### src/rtl/timer_int_ctrl_if.sv
`default_nettype none
// ---------------------------------------------------------------------------
// timer_int_ctrl_if : APB slave bus bundle for the timer interrupt controller
// Revision: 1.0
// ---------------------------------------------------------------------------
interface timer_int_ctrl_if #(
    parameter int ADDR_W = 4
) ();
    logic              psel;
    logic              penable;
    logic              pwrite;
    logic [ADDR_W-1:0] paddr;
    logic [31:0]       pwdata;
    logic [31:0]       prdata;
    logic              pready;
    logic              pslverr;

    modport master (
        output psel, penable, pwrite, paddr, pwdata,
        input  prdata, pready, pslverr
    );

    modport slave (
        input  psel, penable, pwrite, paddr, pwdata,
        output prdata, pready, pslverr
    );
endinterface
`default_nettype wire

### src/rtl/timer_int_ctrl.sv
`default_nettype none
// ---------------------------------------------------------------------------
// timer_int_ctrl : sticky ovf/udf status, saturating event counters, masked IRQs
// Revision: 1.0
// ---------------------------------------------------------------------------
module timer_int_ctrl #(
    parameter int CNT_W  = 8,
    parameter int ADDR_W = 4
) (
    input  wire logic        pclk,
    input  wire logic        preset,
    input  wire logic        ovf_trig,
    input  wire logic        udf_trig,
    timer_int_ctrl_if.slave  apb,
    output logic [1:0]       trig_clr,
    output logic             int_ovf,
    output logic             int_udf,
    output logic             tim_int
);

    localparam logic [ADDR_W-1:0] c_ADDR_IER   = ADDR_W'(0);
    localparam logic [ADDR_W-1:0] c_ADDR_ISR   = ADDR_W'(4);
    localparam logic [ADDR_W-1:0] c_ADDR_EVCNT = ADDR_W'(8);
    localparam logic [CNT_W-1:0]  c_CNT_MAX    = '1;

    logic             w_access;
    logic             w_sel_ier;
    logic             w_sel_isr;
    logic             w_sel_evcnt;
    logic             w_addr_ok;
    logic             w_wr_ier;
    logic             w_wr_isr;
    logic             w_wr_evcnt;
    logic [31:0]      w_prdata;
    logic             w_unused_pwdata;

    logic [1:0]       ier_q, ier_d;
    logic [1:0]       st_q, st_d;
    logic [CNT_W-1:0] ovf_cnt_q, ovf_cnt_d;
    logic [CNT_W-1:0] udf_cnt_q, udf_cnt_d;
    logic [1:0]       trig_clr_q, trig_clr_d;
    logic             int_ovf_q, int_ovf_d;
    logic             int_udf_q, int_udf_d;
    logic             tim_int_q, tim_int_d;

    // Aligned offsets are implied by exact equality with the three mapped addresses.
    assign w_access    = apb.psel & apb.penable;
    assign w_sel_ier   = (apb.paddr == c_ADDR_IER);
    assign w_sel_isr   = (apb.paddr == c_ADDR_ISR);
    assign w_sel_evcnt = (apb.paddr == c_ADDR_EVCNT);
    assign w_addr_ok   = w_sel_ier | w_sel_isr | w_sel_evcnt;
    assign w_wr_ier    = w_access & apb.pwrite & w_sel_ier;
    assign w_wr_isr    = w_access & apb.pwrite & w_sel_isr;
    assign w_wr_evcnt  = w_access & apb.pwrite & w_sel_evcnt;

    assign w_unused_pwdata = ^apb.pwdata[31:2];

    // Increment is applied after the clear so a same-cycle event leaves the count at 1.
    function automatic logic [CNT_W-1:0] f_next_cnt(
        input logic [CNT_W-1:0] cnt,
        input logic             inc,
        input logic             clr
    );
        logic [CNT_W-1:0] base;
        base = clr ? '0 : cnt;
        if (inc && (base != c_CNT_MAX)) begin
            base = base + 1'b1;
        end
        return base;
    endfunction

    always_comb begin
        ier_d      = w_wr_ier ? apb.pwdata[1:0] : ier_q;
        trig_clr_d = w_wr_isr ? apb.pwdata[1:0] : 2'b00;
        st_d       = (st_q & ~trig_clr_d) | {udf_trig, ovf_trig};
        ovf_cnt_d  = f_next_cnt(ovf_cnt_q, ovf_trig, w_wr_evcnt);
        udf_cnt_d  = f_next_cnt(udf_cnt_q, udf_trig, w_wr_evcnt);
        int_ovf_d  = st_q[0] & ier_q[0];
        int_udf_d  = st_q[1] & ier_q[1];
        tim_int_d  = int_ovf_d | int_udf_d;
    end

    always_ff @(posedge pclk) begin
        if (preset) begin
            ier_q      <= 2'b00;
            st_q       <= 2'b00;
            ovf_cnt_q  <= '0;
            udf_cnt_q  <= '0;
            trig_clr_q <= 2'b00;
            int_ovf_q  <= 1'b0;
            int_udf_q  <= 1'b0;
            tim_int_q  <= 1'b0;
        end else begin
            ier_q      <= ier_d;
            st_q       <= st_d;
            ovf_cnt_q  <= ovf_cnt_d;
            udf_cnt_q  <= udf_cnt_d;
            trig_clr_q <= trig_clr_d;
            int_ovf_q  <= int_ovf_d;
            int_udf_q  <= int_udf_d;
            tim_int_q  <= tim_int_d;
        end
    end

    always_comb begin
        w_prdata = '0;
        if (w_access && !apb.pwrite) begin
            if (w_sel_ier) begin
                w_prdata[1:0] = ier_q;
            end else if (w_sel_isr) begin
                w_prdata[1:0] = st_q;
            end else if (w_sel_evcnt) begin
                w_prdata[2*CNT_W-1:0] = {udf_cnt_q, ovf_cnt_q};
            end
        end
    end

    assign apb.prdata  = w_prdata;
    assign apb.pready  = 1'b1;
    assign apb.pslverr = w_access & ~w_addr_ok;

    assign trig_clr = trig_clr_q;
    assign int_ovf  = int_ovf_q;
    assign int_udf  = int_udf_q;
    assign tim_int  = tim_int_q;

endmodule
`default_nettype wire
### src/flat_wrapper.sv
// flat-port wrapper written by rule: the top's interface ports become plain ports
module timer_int_ctrl_flat 
#(
    parameter int CNT_W  = 8,
    parameter int ADDR_W = 4
)
  (pclk, preset, ovf_trig, udf_trig, trig_clr, int_ovf, int_udf, tim_int, apb_psel, apb_penable, apb_pwrite, apb_paddr, apb_pwdata, apb_prdata, apb_pready, apb_pslverr);
  timer_int_ctrl_if #(.ADDR_W(ADDR_W)) apb_i ();
  input  wire logic pclk;
  input  wire logic preset;
  input  wire logic ovf_trig;
  input  wire logic udf_trig;
  output logic [1:0] trig_clr;
  output logic int_ovf;
  output logic int_udf;
  output logic tim_int;
  input wire logic [$bits(apb_i.psel)-1:0] apb_psel;
  input wire logic [$bits(apb_i.penable)-1:0] apb_penable;
  input wire logic [$bits(apb_i.pwrite)-1:0] apb_pwrite;
  input wire logic [$bits(apb_i.paddr)-1:0] apb_paddr;
  input wire logic [$bits(apb_i.pwdata)-1:0] apb_pwdata;
  output wire logic [$bits(apb_i.prdata)-1:0] apb_prdata;
  output wire logic [$bits(apb_i.pready)-1:0] apb_pready;
  output wire logic [$bits(apb_i.pslverr)-1:0] apb_pslverr;
  assign apb_i.psel = apb_psel;
  assign apb_i.penable = apb_penable;
  assign apb_i.pwrite = apb_pwrite;
  assign apb_i.paddr = apb_paddr;
  assign apb_i.pwdata = apb_pwdata;
  assign apb_prdata = apb_i.prdata;
  assign apb_pready = apb_i.pready;
  assign apb_pslverr = apb_i.pslverr;
  timer_int_ctrl #(.CNT_W(CNT_W), .ADDR_W(ADDR_W)) u_core (.pclk(pclk), .preset(preset), .ovf_trig(ovf_trig), .udf_trig(udf_trig), .apb(apb_i), .trig_clr(trig_clr), .int_ovf(int_ovf), .int_udf(int_udf), .tim_int(tim_int));
endmodule
### config.mk
export PLATFORM = sky130hd
export DESIGN_NAME = timer_int_ctrl_flat
export DESIGN_NICKNAME = d
export VERILOG_FILES = /design/src/rtl/timer_int_ctrl_if.sv /design/src/rtl/timer_int_ctrl.sv /design/src/flat_wrapper.sv
export SDC_FILE = /design/constraint.sdc
export NUM_CORES = 1
export LEC_CHECK = 0
export ABC_AREA = 1
export CAP_MARGIN = 20
export CORE_MARGIN = 8
export CORE_UTILIZATION = 36
export CTS_CLUSTER_DIAMETER = 150
export CTS_CLUSTER_SIZE = 8
export DETAILED_ROUTE_END_ITERATION = 10
export PLACE_DENSITY = 0.86
export SLEW_MARGIN = 5
export SYNTH_ARGS = -nofsm -noshare
export SYNTH_HDL_FRONTEND = slang
export SYNTH_SLANG_ARGS = --single-unit
### constraint.sdc
create_clock -name pclk -period 1.46 [get_ports pclk]
set_clock_uncertainty 0.2 [all_clocks]
set_input_delay 0.292 -clock pclk [delete_from_list [all_inputs] [get_ports pclk]]
set_output_delay 0.292 -clock pclk [all_outputs]
set_load 0.01 [all_outputs]
==> metrics.cfg, run 1 <==
[die]
die_y_um = 83.79
die-area_um2 = 7020
rows = 24
core-area_um2 = 4384
die_w_um = 83.79
pin_count = 82
floorplan.initialDensity_pct = 37.73

[worst_hold_path]
hold_path_class = in2reg
holdCritStartpoint = apb_paddr[1]
worstHoldPathCells = 7
whs_endpoint = u_core.trig_clr[0]$_SDFF_PP0_

[critical_path]
crit_fanout = 6
path_class = in2out
crit_chain = buf_8 > nor2_4 > nand2_4 > inv_8 > nand2_2 > a31oi_2 > buf_2
cp-start-kind = primary input
critical_path.max_stage_delay_ns = 0.18
ff2ff_path_depth = 5
end_kind = output port
r2r_slack_ns = -0.10
r2r_start = u_core.udf_cnt_q[1]$_SDFF_PP0_
critPathSlowestCell = a31oi_2
reg2reg_to = u_core.udf_cnt_q[7]$_SDFF_PP0_
required_ns = 0.97
cp_data_arrival_time_ns = 1.19

[global_route]
track_usage_pct = 17.26
grt_pass1_wl_um = 10080
antenna_found_initial = 0
grt_pass1_vias = 2104
grt_overflow = 0
grt_max_degree = 17

[synthesis]
synthArstFlopShare_pct = 0
synth_warnings = 0
synthMuxAreaShare_pct = 0
synth_cells = 245
synth_top_family_by_area = simple AND/OR/NAND/NOR gates
yosysSeqAreaShare_pct = 30.26
dominantRegCellSynth = dfxtp_1
synth.area.top_cells = dfxtp_1 (30%), nand2_1 (10%), nor2_1 (8.2%)
synth_compound_area_share_pct = 6.430
synth_top_area_share_pct = 30.26
synth-adder-area-share_pct = 0
synth.distinct_cells = 27
synth-simple-area-share_pct = 44.10
synth-xor-area-share_pct = 0
synth_edf_count = 0
synth_area_per_cell_um2 = 6.751
synth.largest_area_cell = dfxtp_1
syn_area_um2 = 1654
ys_ff_latch = 25

[job]
maxCapViolCount = 0

[cells_and_area]
layout_common_cells = buf_4 (43), nand2_1 (35), nor2_1 (27)
num-fill-cells = 337
final_util_pct = 66.50
synthToLayoutAreaGrowth_pct = 76.25
final_nets = 381
regArea_um2 = 501.7
final_common_cell = buf_4
n_antenna_cell = 0
multi_input_area_um2 = 1252
layout-drive-gt1-share_pct = 50.45

[routing]
drt_drc_violations_left = 0
finalWirelength_um = 6559
antenna_left = 0
drt-vias-per-instance = 5.082
wire_per_inst_um = 16.86
drtIter0Drc = 214
firstDrtPassIters = 4
routed-via-count = 1977

[pwr]
ir_worst_vdd_mv = 0.3783
p_leak_nw = 1.410
power_density_nw_per_um2 = 515.4

[clock_tree]
htreeDepth = 1
clk_latency_ns = 0.28
root_buffer = clkbuf_8
cts.sinks = 25
clk_path_buf_depth = 2
cts.clk_slew.worst_paths_ns = 0.10
cts_made_buffers = 3
cts_tree = built

[sta]
fin_crit_sh_pct = 114.9
slew_viol_final = 0
rsz0062_at_grt = yes
fmax_mhz = 596.0
fin_crit_ns = 1.678
setup_violations = 33
fin_setup_tns_ns = -4.816
worst_slack_ns = -0.2178
finalHoldViolCount = 0

[run_status]
outcome = finished, violations left
violations = setup timing

[place]
dp_hpwl_um = 3562
port_buffers = 34
routabilityCongestion = 0.9174

## sequential cells by signal, summed over array words and instances, names as in the netlist
register          cells
u_core.trig_clr       2
u_core.udf_cnt_q      8
u_core.tim_int        1
u_core.st_q           2
u_core.ier_q          2
u_core.int_ovf        1
u_core.int_udf        1
u_core.ovf_cnt_q      8
## layout make-up
type | instances | share of cell area (%)
multi-input cells | 178 | 42.96
clock inverters | 1 | 0.1717
repair buffers | 97 | 31.12
flip-flops and latches | 25 | 17.21
inverters | 33 | 4.893
clock buffers | 3 | 1.416
well taps | 52 | 2.232
## routing by layer
layer / vias up / part of all wire, % / global-route usage, %
li1: 923 / - / -
met1: 932 / 38 / 17.79
met5: - / 0 / 0
met2: 97 / 52 / 31.51
met4: 0 / 4.1 / 10.05
met3: 25 / 6.1 / 3.223
## cells in the mapped netlist (2+ instances only)
| library cell | instances |
|---|---|
| nor2_4 | 4 |
| a31oi_1 | 3 |
| nand2_2 | 5 |
| nand2_1 | 46 |
| nand4_1 | 6 |
| a21oi_1 | 13 |
| nand3_4 | 3 |
| nand3_1 | 15 |
| nor3_1 | 10 |
| nand2_4 | 2 |
| dfxtp_1 | 25 |
| buf_6 | 2 |
| conb_1 | 2 |
| inv_1 | 29 |
| nor2_1 | 36 |
| o21ai_0 | 3 |
| nand3_2 | 6 |
| buf_4 | 17 |
| clkbuf_1 | 3 |
| inv_2 | 4 |
| nor2_2 | 5 |
## what timing repair did
action / 4_1_cts / 5_1_grt
gates resized for setup: 171 / 20
setup endpoints to repair: 44 / 35
setup buffers: 12 / 4
pin swaps: 33 / 13
hold buffers: 0 / 0
gates cloned: 3 / 0
## through the flow
stage	setup slack (ns)	instances	hold slack [ns]	power [mW]	cell area, um2
2_1_floorplan	-0.01475	260	0.2426	0.8834	1832
3_3_place_gp	-0.9733	368	0.3717	0.9554	2409
3_5_place_dp	-1.020	368	0.3686	0.9625	2409
4_1_cts	-0.2185	385	0.3352	1.434	2786
5_1_grt	-0.2607	389	0.3591	1.557	2915
6_report	-0.2178	389	0.3400	1.503	2915
## worst max-delay path by stage
stage                            start                        endpoint  slack, ns
after floorplan           apb_paddr[3]                   apb_prdata[3]      -0.01
after global placement    apb_paddr[1]                   apb_prdata[0]      -0.97
after detailed placement  apb_paddr[1]                   apb_prdata[0]      -1.02
after CTS                 apb_paddr[0]                   apb_prdata[0]      -0.22
final                     apb_paddr[1]                   apb_prdata[1]      -0.22
after global routing      apb_paddr[1]  u_core.udf_cnt_q[2]$_SDFF_PP0_      -0.26
## worst max-delay path, delay by kind of cell
family	cells	cell delay (ns)
compound gates	1	0.18
buf+inv	3	0.36
simple gates	3	0.35
## power breakdown
part	internal, mW	switching, mW
logic	0.149	0.195
clock network	0.192	0.257
registers	0.697	0.0121
## cell families after synthesis
kind of cell / Yosys count
AO/OA/AOI/OAI: 20
buffers and inverters: 58
AND/OR/NAND/NOR: 140
other: 2
flip-flops: 25
Power figures use the tool's default switching activity.
==> run 2: changes to the inputs <==
- CORE_UTILIZATION: 36 -> 44
- PLACE_DENSITY: 0.86 -> 0.95
- clock period: 1.46 -> 2.08 ns (I/O delays scaled with it)
==> metrics.cfg, run 2 (synthesized netlist as in run 1, its figures left out) <==
[run_status]
outcome = complete, no violations

[cells_and_area]
fin_cells = 345
reg_top3 = u_core.ovf_cnt_q (8), u_core.udf_cnt_q (8)
final_nets = 341
regArea_um2 = 500.5
n_antenna_cell = 0
layout_common_cells = nand2_1 (41), nor2_1 (31), inv_1 (26)
final_common_cell = nand2_1
multi_input_area_um2 = 1007
synthToLayoutAreaGrowth_pct = 36.54
layout-drive-gt1-share_pct = 33.00
num-fill-cells = 312

[clock_tree]
cts.clk_slew.worst_paths_ns = 0.09
htreeDepth = 1
cts_made_buffers = 3
cts_tree = built
clk_latency_ns = 0.28
cts.sinks = 25
root_buffer = clkbuf_8
clk_path_buf_depth = 2

[place]
dp_cells = 338
dp_hpwl_um = 3391
port_buffers = 34
routabilityCongestion = 0.8787

[die]
die_y_um = 77.32
pin_count = 82
core-area_um2 = 3633
floorplan.initialDensity_pct = 45.52
die-area_um2 = 5978
rows = 22
die_w_um = 77.32

[routing]
wire_per_inst_um = 15.37
drtIter0Drc = 251
finalWirelength_um = 5302
drt-vias-per-instance = 5.220
drt_drc_violations_left = 0
routed-via-count = 1801
antenna_left = 0
firstDrtPassIters = 4

[sta]
timing.hold.ws_ns = 0.2971
max_slew_margin_pct = 64.98
slew_viol_final = 0
tightest_slew_ns = 0.5237
fin_crit_ns = 2.049
setup_violations = 0
fin_crit_sh_pct = 98.53
fmax_mhz = 487.9
finalHoldViolCount = 0

[global_route]
track_usage_pct = 17.01
antenna_found_initial = 0
grt_pass1_wl_um = 8349
grt_max_degree = 17
grt_overflow = 0
grt_pass1_vias = 1759

[critical_path]
end_kind = output port
cp_data_arrival_time_ns = 1.43
path_class = in2out
cp-start-kind = primary input
crit_fanout = 6
required_ns = 1.46

[pwr]
power_density_nw_per_um2 = 429.9
ir_worst_vdd_mv = 0.2752
p_leak_nw = 1.038

[job]
maxCapViolCount = 0

[worst_hold_path]
hold_path_class = reg2reg

==> run 2: changes by cell type in the layout (fill, tap and decap cells not counted), moves of 4 or more <==
| cell | before | now |
|---|---|---|
| clkdlybuf4s50_1 | 5 | 10 |
| buf_6 | 20 | 0 |
| nor3_4 | 8 | 2 |
| nand2_1 | 35 | 41 |
| buf_4 | 43 | 18 |
| a21oi_2 | 4 | 0 |
| nand3_1 | 8 | 15 |
| nor2_1 | 27 | 31 |
| nor3_2 | 3 | 7 |
| nor2_4 | 11 | 7 |
| a21oi_1 | 9 | 13 |
| nand3_4 | 8 | 3 |
==> run 2: cell type report <==
| class | instances | share of cell area (%) |
|---|---|---|
| flip-flops and latches | 25 | 22.16 |
| clock inverters | 1 | 0.2216 |
| inverters | 33 | 5.596 |
| well taps | 48 | 2.659 |
| repair buffers | 58 | 22.94 |
| multi-input cells | 177 | 44.60 |
| clock buffers | 3 | 1.828 |
==> run 2: stage by stage <==
| step | utilization [%] | TNS [ns] | setup slack [ns] | total power, mW | area [um2] |
|---|---|---|---|---|---|
| 2_1_floorplan | - | 0 | 0.2648 | 0.6102 | 1710 |
| 3_3_place_gp | 58.68 | -12.68 | -0.6487 | 0.6487 | 2132 |
| 3_5_place_dp | 58.68 | -14.50 | -0.7334 | 0.6543 | 2132 |
| 4_1_cts | 61.43 | -0.008702 | -0.008702 | 0.9590 | 2232 |
| 5_1_grt | 62.16 | -0.008476 | -0.007167 | 1.012 | 2258 |
| 6_report | 62.16 | 0 | 0.03052 | 0.9708 | 2258 |
==> run 2: power breakdown <==
group | switching [mW] | internal, mW | total (mW)
Sequential | 0.0132 | 0.489 | 0.502
Combinational | 0.0980 | 0.0715 | 0.169
Clock | 0.164 | 0.135 | 0.299
==> run 2: critical path, stage by stage <==
cell and delay [ns]:
clkdlybuf4s15_1 0.17, inv_2 0.07, nor2_4 0.13, nand2_4 0.11, inv_4 0.11, nand2_1 0.07
a31oi_1 0.19, buf_2 0.16
==> run 2: worst paths after layout <==
kind / startpoint / endpoint / cells past startpoint / slack, ns
max: apb_paddr[3] / apb_prdata[1] / 8 / 0.03
min reg2reg: u_core.ier_q[1]$_SDFFE_PP0P_ / u_core.int_udf$_SDFF_PP0_ / 2 / 0.30
min: u_core.ier_q[1]$_SDFFE_PP0P_ / u_core.int_udf$_SDFF_PP0_ / 2 / 0.30
max reg2reg: u_core.ovf_cnt_q[1]$_SDFF_PP0_ / u_core.ovf_cnt_q[6]$_SDFF_PP0_ / 7 / 0.60
==> run 2: per-layer routing <==
metal / wire [um] / GRT usage [%]
met1: 1967 / 17.36
met2: 2822 / 29.99
met3: 301 / 3.613
met4: 210 / 12.45
met5: 0 / 0
==> run 2: timing repair <==
item	in CTS	in global routing
hold buffers	0	0
setup endpoints to repair	18	8
buffers inserted	1	0
resized for setup	97	16
pin swaps	6	7
gates cloned	2	0
hold endpoints to repair	0	0
==> run 3: changes to the inputs <==
- CORE_UTILIZATION: 44 -> 45
- CTS_BUF_LIST: not set -> sky130_fd_sc_hd__clkbuf_8
- PLACE_DENSITY: 0.95 -> 0.86
==> metrics.cfg, run 3 (synthesized netlist as in run 1, its figures left out) <==
[critical_path]
reg2reg_to = u_core.udf_cnt_q[7]$_SDFF_PP0_
r2r_slack_ns = 0.63
cp-start-kind = primary input
required_ns = 1.46
ff2ff_path_depth = 4
path_class = in2out
worstSetupStartpoint = apb_paddr[2]
cp_data_arrival_time_ns = 1.51
crit_fanout = 6
r2r_start = u_core.udf_cnt_q[1]$_SDFF_PP0_
end_kind = output port
worstSetupEndpoint = apb_prdata[1]

[cells_and_area]
layout_common_cells = nand2_1 (42), nor2_1 (33), buf_4 (30)
final_common_cell = nand2_1
num-fill-cells = 297
regArea_um2 = 500.5
final_util_pct = 62.70
synthToLayoutAreaGrowth_pct = 36.69
layout-drive-gt1-share_pct = 35.06
reg_top3 = u_core.ovf_cnt_q (8), u_core.udf_cnt_q (8)
fin_cells = 356
final_nets = 352
n_antenna_cell = 0
multi_input_area_um2 = 1005

[clock_tree]
cts_made_buffers = 3
ctsHoldBuffers = 0
htreeDepth = 1
cts.sinks = 25
clk_latency_ns = 0.27
root_buffer = clkbuf_8
cts_tree = built
cts.clk_slew.worst_paths_ns = 0.09
clk_path_buf_depth = 2

[pwr]
ir_worst_vdd_mv = 0.2562
p_leak_nw = 1.049
power_density_nw_per_um2 = 424.9

[sta]
fmax_mhz = 469.6
fin_crit_ns = 2.130
finalHoldViolCount = 0
fin_crit_sh_pct = 102.4
slew_viol_final = 0
worst_slack_ns = -0.04956
setup_violations = 1
timing.hold.ws_ns = 0.3118

[global_route]
grt_pass1_wl_um = 8128
track_usage_pct = 16.34
grt_overflow = 0
grt_max_degree = 17
antenna_found_initial = 0
grt_pass1_vias = 1857

[die]
pin_count = 82
floorplan.initialDensity_pct = 45.87
die_y_um = 76.63
die_w_um = 76.63
core-area_um2 = 3606
die-area_um2 = 5871
rows = 22

[job]
maxCapViolCount = 0

[routing]
firstDrtPassIters = 4
drt-vias-per-instance = 5.006
wire_per_inst_um = 13.87
finalWirelength_um = 4937
drtIter0Drc = 239
routed-via-count = 1782
antenna_left = 0
drt_drc_violations_left = 0

[run_status]
violations = setup timing
outcome = finished, violations left

[worst_hold_path]
hold_path_class = reg2reg
worstHoldPathCells = 2

[place]
dp_cells = 342
routabilityCongestion = 0.8886
port_buffers = 34
dp_hpwl_um = 3509

-- run 3: cell types whose count changed in the layout (fill, tap and decap cells not counted), moves of 2 or more --
cell	previous run	this run
nor3_1	2	0
clkdlybuf4s15_1	3	0
buf_4	18	30
buf_2	16	18
dlygate4sd2_1	2	5
nor3_2	7	9
nor2_1	31	33
buf_12	4	1
nor2_2	7	5
buf_6	0	3
-- run 3: repair_timing --
item | 4_1_cts | 5_1_grt
gates cloned | 1 | 0
pin swaps | 8 | 6
setup endpoints to repair | 18 | 3
endpoints found under the hold margin | 0 | 0
setup buffers | 7 | 2
resized for setup | 108 | 3
-- run 3: how the worst min path moves through the flow --
stage	to	slack, ns	start
floorplan	u_core.int_ovf$_SDFF_PP0_	0.25	u_core.ier_q[0]$_SDFFE_PP0P_
global placement	u_core.int_udf$_SDFF_PP0_	0.27	u_core.ier_q[1]$_SDFFE_PP0P_
detailed placement	u_core.int_ovf$_SDFF_PP0_	0.27	u_core.ier_q[0]$_SDFFE_PP0P_
CTS	u_core.int_ovf$_SDFF_PP0_	0.29	u_core.ier_q[0]$_SDFFE_PP0P_
global route	u_core.int_ovf$_SDFF_PP0_	0.33	u_core.st_q[0]$_SDFF_PP0_
finish	u_core.int_ovf$_SDFF_PP0_	0.31	u_core.ier_q[0]$_SDFFE_PP0P_
-- run 3: metrics by stage --
stage	power, mW	worst slack, ns	cell area [um2]	setup TNS, ns
after global routing	0.9941	-0.07655	2261	-0.07655
after global placement	0.6504	-0.6484	2125	-12.74
after detailed placement	0.6556	-0.7342	2125	-14.63
after CTS	0.9544	0.008022	2255	0
after floorplan	0.6102	0.2648	1710	0
final	0.9606	-0.04956	2261	-0.04956
-- run 3: worst max-delay path: stages --
cell	delay [ns]
dlygate4sd2_1	0.28
nor2_4	0.14
nand2_4	0.09
inv_4	0.09
nand2_1	0.06
a31oi_1	0.24
buf_2	0.19
-- run 3: layout make-up --
type                    instances  area share, %
inverters                      33          5.589
flip-flops and latches         25          22.14
well taps                      48          2.656
multi-input cells             177          44.44
clock inverters                 1         0.2214
repair buffers                 69          23.13
clock buffers                   3          1.826
-- run 3: report_power, final --
part | internal (mW) | total (mW) | leakage [nW] | switching (mW)
logic | 0.0688 | 0.166 | 0.820 | 0.0972
registers | 0.489 | 0.500 | 0.203 | 0.0111
clock network | 0.134 | 0.294 | 0.0255 | 0.160
total | 0.692 | 0.961 | 1.05 | 0.268
-- run 3: metal layers --
| layer | vias up | wire, um | track usage, % |
|---|---|---|---|
| li1 | 863 | - | - |
| met1 | 820 | 1922 | 16.43 |
| met2 | 76 | 2589 | 30.59 |
| met3 | 23 | 227 | 2.830 |
| met4 | 0 | 196 | 9.615 |
| met5 | - | 0 | 0 |
